`src/rtl/fp_mul_arbiter.sv`:
```
// fp_mul_arbiter
//   Round-robin arbiter and sequencer that shares one combinational
//   single-precision multiplier among NUM_REQ requesters. The arbiter takes an
//   operand pair from one requester and registers it onto mul_x/mul_y. It then
//   captures mul_z one cycle later and returns the product with the owning
//   requester index on a valid/ready response channel.
//
// Ports
//   clk, rst_n          clock; synchronous active-low reset
//   req_valid/req_ready per-requester handshake (at most one ready bit set)
//   req_x, req_y        packed operands, requester i at [32*i +: 32]
//   mul_x, mul_y        registered operands to the shared multiplier
//   mul_z               multiplier product (combinational from mul_x/mul_y)
//   resp_valid/ready    response handshake
//   resp_z, resp_id     registered product and owning requester index
//   op_count            completed responses, wraps modulo 2^CNT_W
//
// Build option
//   FP_MUL_ARB_ZERO_SKIP_EN : an operand with a zero exponent field bypasses
//   the multiplier. The response becomes +0 after a single cycle, and
//   mul_x/mul_y are left untouched.
module fp_mul_arbiter #(
  parameter int unsigned NUM_REQ = 4,
  parameter int unsigned ID_W    = 2,
  parameter int unsigned CNT_W   = 16
) (
  input  logic                   clk,
  input  logic                   rst_n,
  input  logic [NUM_REQ-1:0]     req_valid,
  output logic [NUM_REQ-1:0]     req_ready,
  input  logic [32*NUM_REQ-1:0]  req_x,
  input  logic [32*NUM_REQ-1:0]  req_y,
  output logic [31:0]            mul_x,
  output logic [31:0]            mul_y,
  input  logic [31:0]            mul_z,
  output logic                   resp_valid,
  input  logic                   resp_ready,
  output logic [31:0]            resp_z,
  output logic [ID_W-1:0]        resp_id,
  output logic [CNT_W-1:0]       op_count
);

  typedef enum logic [1:0] {IDLE, CALC, RESP} state_t;

  state_t            state, state_nxt;
  logic [ID_W-1:0]   rr_ptr;
  logic [ID_W-1:0]   id_reg;
  logic [ID_W-1:0]   grant_id;
  logic              grant_any;
  logic              accept_en;
  logic              accept;
  logic              zero_op;
  logic [31:0]       sel_x, sel_y;
  int unsigned       scan_idx;

  // Priority scan starting at rr_ptr, wrapping modulo NUM_REQ.
  always_comb begin
    grant_any = 1'b0;
    grant_id  = '0;
    scan_idx  = 0;
    for (int unsigned k = 0; k < NUM_REQ; k++) begin
      scan_idx = 32'(rr_ptr) + k;
      if (scan_idx >= NUM_REQ) scan_idx = scan_idx - NUM_REQ;
      if (!grant_any && req_valid[scan_idx]) begin
        grant_any = 1'b1;
        grant_id  = ID_W'(scan_idx);
      end
    end
  end

  assign sel_x = req_x[32*grant_id +: 32];
  assign sel_y = req_y[32*grant_id +: 32];

`ifdef FP_MUL_ARB_ZERO_SKIP_EN
  assign zero_op = (sel_x[30:23] == 8'h00) || (sel_y[30:23] == 8'h00);
`else
  assign zero_op = 1'b0;
`endif

  // State register
  always_ff @(posedge clk) begin
    if (!rst_n) state <= IDLE;
    else        state <= state_nxt;
  end

  // Next-state logic
  always_comb begin
    state_nxt = state;
    case (state)
      IDLE: if (accept) state_nxt = zero_op ? RESP : CALC;
      CALC: state_nxt = RESP;
      RESP: begin
        if (resp_ready) begin
          if (accept) state_nxt = zero_op ? RESP : CALC;
          else        state_nxt = IDLE;
        end
      end
      default: state_nxt = IDLE;
    endcase
  end

  // Outputs. rst_n gates the accept path so that no ready is shown while
  // reset is held, even though the state is already IDLE.
  always_comb begin
    accept_en  = rst_n && ((state == IDLE) || ((state == RESP) && resp_ready));
    accept     = accept_en && grant_any;
    resp_valid = (state == RESP);
    req_ready  = '0;
    if (accept) req_ready[grant_id] = 1'b1;
  end

  // Datapath. accept and CALC never coincide, so the resp_z/resp_id writes
  // below are mutually exclusive.
  always_ff @(posedge clk) begin
    if (!rst_n) begin
      rr_ptr   <= '0;
      id_reg   <= '0;
      mul_x    <= '0;
      mul_y    <= '0;
      resp_z   <= '0;
      resp_id  <= '0;
      op_count <= '0;
    end else begin
      if (accept) begin
        rr_ptr <= (grant_id == ID_W'(NUM_REQ - 1)) ? '0 : grant_id + ID_W'(1);
        if (zero_op) begin
          resp_z  <= '0;
          resp_id <= grant_id;
        end else begin
          mul_x  <= sel_x;
          mul_y  <= sel_y;
          id_reg <= grant_id;
        end
      end
      if (state == CALC) begin
        resp_z  <= mul_z;
        resp_id <= id_reg;
      end
      if ((state == RESP) && resp_ready) op_count <= op_count + CNT_W'(1);
    end
  end

endmodule

```
`config.mk`:
```
export PLATFORM = sky130hd
export DESIGN_NAME = fp_mul_arbiter
export DESIGN_NICKNAME = d
export VERILOG_FILES = /design/src/rtl/fp_mul_arbiter.sv
export SDC_FILE = /design/constraint.sdc
export NUM_CORES = 1
export LEC_CHECK = 0
export ABC_AREA = 1
export CAP_MARGIN = 25
export CORE_AREA = 2 2 161 163
export CTS_CLUSTER_DIAMETER = 200
export CTS_CLUSTER_SIZE = 24
export DETAILED_ROUTE_END_ITERATION = 7
export DIE_AREA = 0 0 163 165
export PLACE_DENSITY = 0.75
export REMOVE_ABC_BUFFERS = 1
export SYNTH_ARGS = -nofsm -noshare
export SYNTH_HDL_FRONTEND = slang
export SYNTH_SLANG_ARGS = --single-unit
```
`constraint.sdc`:
```
create_clock -name clk -period 6.2 [get_ports clk]
set_clock_uncertainty 0.2 [all_clocks]
set_input_delay 1.24 -clock clk [delete_from_list [all_inputs] [get_ports clk]]
set_output_delay 1.24 -clock clk [all_outputs]
set_load 0.02 [all_outputs]
```
# Word-level counts from Yosys, hierarchy flattened
# Cells that the tools add are included.
totals:
  word_cells: 75
  input_bits: 295
  out_inout_bits: 119
  reg_bits: 120
op_classes:
  reduce_logical: 13
  n_eq_ne: 5
  addsub: 9
  shifts: 2
  n_lt_le_gt_ge: 10
  muxes: 28
ops:
  columns: ["op", "n"]
  rows:
  - ["indexed part select 128 x 8 -> 32 bit", 2]
  - ["< comparator 32 x 3 -> 1 bit (second input constant)", 4]
  - ["2-to-1 mux 32 bit", 4]
  - ["adder 16 x 1 -> 16 bit (second input constant)", 1]
  - ["2-to-1 mux 2 bit", 7]
  - ["subtractor 3 x 3 -> 4 bit (second input constant)", 3]
  - ["2-to-1 mux 1 bit", 10]
  - [">= comparator 3 bit (second input constant)", 3]
  - ["binary-select mux 1 bit (select 2 bit)", 4]
  - ["logical AND 1 bit", 7]
  - ["adder 2 x 2 -> 3 bit (second input constant)", 2]
  - ["one-hot mux 2 bit (3 select lines)", 1]
  - ["equality test 2 bit (second input constant)", 2]
  - ["2-to-1 mux 4 bit", 1]
  - ["subtractor 2 x 3 -> 4 bit (second input constant)", 1]
  - ["adder 2 x 1 -> 3 bit (second input constant)", 1]
  - [">= comparator 2 x 3 -> 1 bit (second input constant)", 1]
  - ["logical NOT 1 bit", 3]
  - ["< comparator 2 x 3 -> 1 bit (second input constant)", 1]
  - ["adder 2 x 1 -> 2 bit (second input constant)", 1]
  - ["demux 1 bit (select 2 bit)", 1]
  - ["equality test 2 x 1 -> 1 bit (second input constant)", 1]
  - [">= comparator 2 x 1 -> 1 bit (second input constant)", 1]
  - ["logical NOT 2 bit", 1]
  - ["other kinds (4)", 4]

# Depth between registers and ports, before layout
depth:
  ltp_word: 19
  depth_mapped: 16

# Least setup slack after synthesis
# OpenSTA, ideal clock, no wires.
synth_timing:
  kind: "input -> output"
  start: "input port req_valid[3]"
  end: "output port req_ready[3]"
  path_buffers: 2
  stages: 14
  slack_ns: 2.129
  arrival_ns: 2.631
  path_cell_list: "inv_1 -> nand2_1 -> nand3_1 -> nand2_2 -> inv_1 -> nand2_1 -> nand2_1 -> nand3_2 -> buf_6 -> buf_6 -> inv_1 -> ha_1 -> inv_1 -> nor2_1"
synth_via:
  elab_chain_len: 17
  elab_cells_between_ends: 29
  cone_classes: "2 x order compare; 19 x mux; 8 x reduce/logical"
synth_lines:
  columns: ["item", "line_no", "source"]
  rows:
  - ["from (decl)", "29", "input logic [NUM_REQ-1:0] req_valid,"]
  - ["binary-select mux 1 bit (select 2 bit)", "64", "if (!grant_any && req_valid[scan_idx]) begin"]
  - ["2-to-1 mux 1 bit (implied by the code)", "64", null]
  - ["2-to-1 mux 1 bit", "64", null]
  - ["logical NOT 1 bit", "64", null]
  - ["logical AND 1 bit", "64", null]
  - ["2-to-1 mux 1 bit", "64", null]
  - ["logical NOT 1 bit", "64", null]
  - ["logical AND 1 bit", "64", null]
  - ["2-to-1 mux 1 bit", "64", null]
  - ["logical NOT 1 bit", "64", null]
  - ["logical AND 1 bit", "64", null]
  - ["2-to-1 mux 2 bit", "64", null]
  - ["< comparator 2 x 3 -> 1 bit (implied by the code) / >= comparator 2 x 1 -> 1 bit (equally long branches)", "109", "if (accept) req_ready[grant_id] = 1'b1;"]
  - ["logical AND 1 bit (implied by the code)", "109", null]
  - ["2-to-1 mux 1 bit (implied by the code)", "109", null]
  - ["demux 1 bit (select 2 bit)", "109", null]
  - ["2-to-1 mux 4 bit *", "109", null]
  - ["to (decl)", "30", "output logic [NUM_REQ-1:0] req_ready,"]
# Every way passes the cells marked *; elsewhere a longest branch is shown, timed or not. The select of a mux whose other input is x is not followed.

# Final worst setup path
layout_timing:
  start: "input port req_valid[1]"
  end: "output port req_ready[2]"
# Same word-level chain as after synthesis.

==> flow_summary.ini <==
[clocking]
clock-sinks = 120
cts_tree = built
hold_buffers = 0
cts_resized = 0
insertion_delay_ns = 0.41
clkTransAtPathRegs_ns = 0.06
cts.htree.levels = 4
cts-root-buf = clkbuf_16
postCtsSetupBuffers = 0
numCtsBuffers = 17
ctsLongestPathBuffers = 2

[global_routing]
overflow = 0
first_global_vias = 9241
grt_pass1_wl_mm = 45.8
grt_max_degree = 82
antenna_found_initial = 0
grt_usage_pct = 21.2

[critical_path]
cp_cell_sequence = clkdlybuf4s50_1 -> inv_1 -> nand2_1 -> nand3_1 -> nand2_2 -> nor2_4 -> nand3_1 -> nand3_2 -> buf_4 -> inv_2 -> nor2_1 -> clkdlybuf4s50_1
crit_path_start_kind = primary input
r2r_start = rr_ptr[0]
cp_slowest_cell = clkdlybuf4s50_1
crit_arrival_ns = 3.60
crit_path_max_fanout = 31
reg2reg_to = mul_x[10]
cpLargestDelayFamily = buffers and inverters
critPathKind = primary input to output pin
worst_setup_path_end_kind = output pin
slowest_delay_ns = 0.65
r2r_cells = 15
path_buf_inv = 5
reg2reg_slack_ns = 2.71
required_ns = 4.76

[routing]
drtIter0Drc = 632
ant_nets = 0
wirelength_mm = 29.2
drc = 0
drtPass1Iterations = 7
wl_per_cell_um = 13.7
vias = 9896
vias_per_cell = 4.63

[hold_path]
min_to = op_count[15]
min_from = op_count[15]
hp-class = flop to flop
min_path_cells = 1

[finish]
drive_above_1_share_pct = 3.26
finish.utilization_pct = 51.7
reg.largest.list = mul_x: 32 flops, mul_y: 32 flops, resp_z: 32 flops
diodes = 0
layout_common_cells = clkdlybuf4s50_1, inv_1, nand3_1, nand2_1, nor2_1
fin_nets = 2094
final_common_cell = clkdlybuf4s50_1
syn_to_final_growth_pct = 58.9

[power_and_ir_drop]
p_switching_mw = 3.44
clkPwrFrac_pct = 15.7
peakVddDrop_mv = 0.416
combPwrFrac_pct = 66.7
power_density_nw_per_um2 = 527
seqPwrFrac_pct = 17.6
p_int_mw = 3.38
p_sw_share_pct = 50.4
leakagePower_nw = 6.65

[logic_synthesis]
avgSynthCellArea_um2 = 5.66
synth_area_um2 = 8150
ys_seq_elements = 120
synth_seq_area_share_pct = 29.5
ys_types = 26
syn_inst = 1440
ys_warn_count = 0

[timing]
holdWs_ns = 0.247
setup_viol = 0
rsz0062_at_grt = false
fin_setup_tns_ns = 0
max_freq_mhz = 198
worst_pin_slew_ns = 0.913
period_needed_ns = 5.04
slew_headroom_pct = 39.1
finalMaxSlewViolations = 0
post-route-period-util_pct = 81.3
finalHoldViolCount = 0

[run]
maxCapViolCount = 0

[floorplan]
start_util_pct = 32.5
die_y_um = 165
core-area_um2 = 25000
die_w_um = 163
pin_count = 414
die-area_um2 = 26900
placementRows = 58

[placement]
hpwlAfterDp_mm = 21.0
gp_congestion = 0.860
port_buffers = 413

[status]
status = finished, final reports clean
## cell families after synthesis
logic type	share of synthesized area, %
AOI/OAI and AO/OA	4.01
DFF	29.5
and+or+nand+nor	43.3
buffers and inverters	22.7
adders and majority gates	0.307
xor gates and xnor gates	0.215
## power by group through the flow
| stage | sequential, mW | clock [mW] | combinational [mW] |
|---|---|---|---|
| after floorplan | 1.52 | 0 | 2.60 |
| after global placement | 1.20 | 0 | 4.47 |
| after detailed placement | 1.22 | 0 | 4.53 |
| after CTS | 1.20 | 1.10 | 4.55 |
| after global routing | 1.24 | 1.12 | 5.08 |
| final | 1.20 | 1.07 | 4.55 |
## metal layers
metal	vias up	GRT usage (%)	routed length (um)
li1	5040	-	-
met5	-	0	0
met3	75	4.29	2040
met2	402	37.1	14400
met4	0	10.4	1200
met1	4379	24.7	11600
## through the flow
step	instance area [um2]	setup slack (ns)	instances	total power, mW
2_1_floorplan	7610	-0.764	1351	4.12
3_3_place_gp	12300	1.24	2107	5.67
3_5_place_dp	12300	1.17	2107	5.75
4_1_cts	12900	1.17	2138	6.85
5_1_grt	12900	1.01	2139	7.44
6_report	12900	1.16	2139	6.82
## worst reg2reg max path, cell delays in order, from the launching register on
cell and delay, ns:
dfxtp_1 0.58, inv_2 0.17, nand2_1 0.09, nand2_1 0.11, nand2_1 0.09, nand2_1 0.06
nand2_1 0.09, nand3_1 0.13, nand2_4 0.10, buf_4 0.48, buf_4 0.71, nand3_1 0.20
nand3_1 0.13, nand3_1 0.12, nand2_1 0.09, inv_1 0.04
## cells in the mapped netlist (all sizes together)
cell,instances,share of area [%]
clkinv,1,0.046
a31oi,1,0.077
nand4,2,0.15
nor2,225,11
a211oi,1,0.092
o21ai,43,2.6
o31ai,1,0.092
xor2,2,0.22
clkbuf,23,1.1
nor3,3,0.18
nand3,341,21
buf,66,5.5
inv,349,16
o21a,2,0.18
dfxtp,120,29
ha,2,0.31
nand2,243,11
a21oi,15,0.92
## how the worst max path moves through the flow
| stage | slack, ns | to | cells after the start | startpoint |
|---|---|---|---|---|
| final | 1.16 | req_ready[2] | 12 | req_valid[1] |
| after global routing | 1.01 | req_ready[2] | 12 | req_valid[1] |
| after CTS | 1.17 | req_ready[2] | 12 | req_valid[1] |
| after detailed placement | 1.17 | req_ready[2] | 12 | req_valid[1] |
| after global placement | 1.24 | req_ready[2] | 12 | req_valid[3] |
| after floorplan | -0.76 | req_ready[1] | 8 | req_valid[1] |
## area by class of cell
| cell class | instances | area (um2) |
|---|---|---|
| fill | 2481 | 12100 |
| timing repair buffer | 427 | 4260 |
| multi-input combinational | 881 | 3920 |
| sequential | 120 | 2400 |
| inverter | 350 | 1320 |
| clock buffer | 18 | 439 |
| tap | 330 | 413 |
| clock inverter | 13 | 194 |
Note: power is estimated with default switching activity, not from simulation.
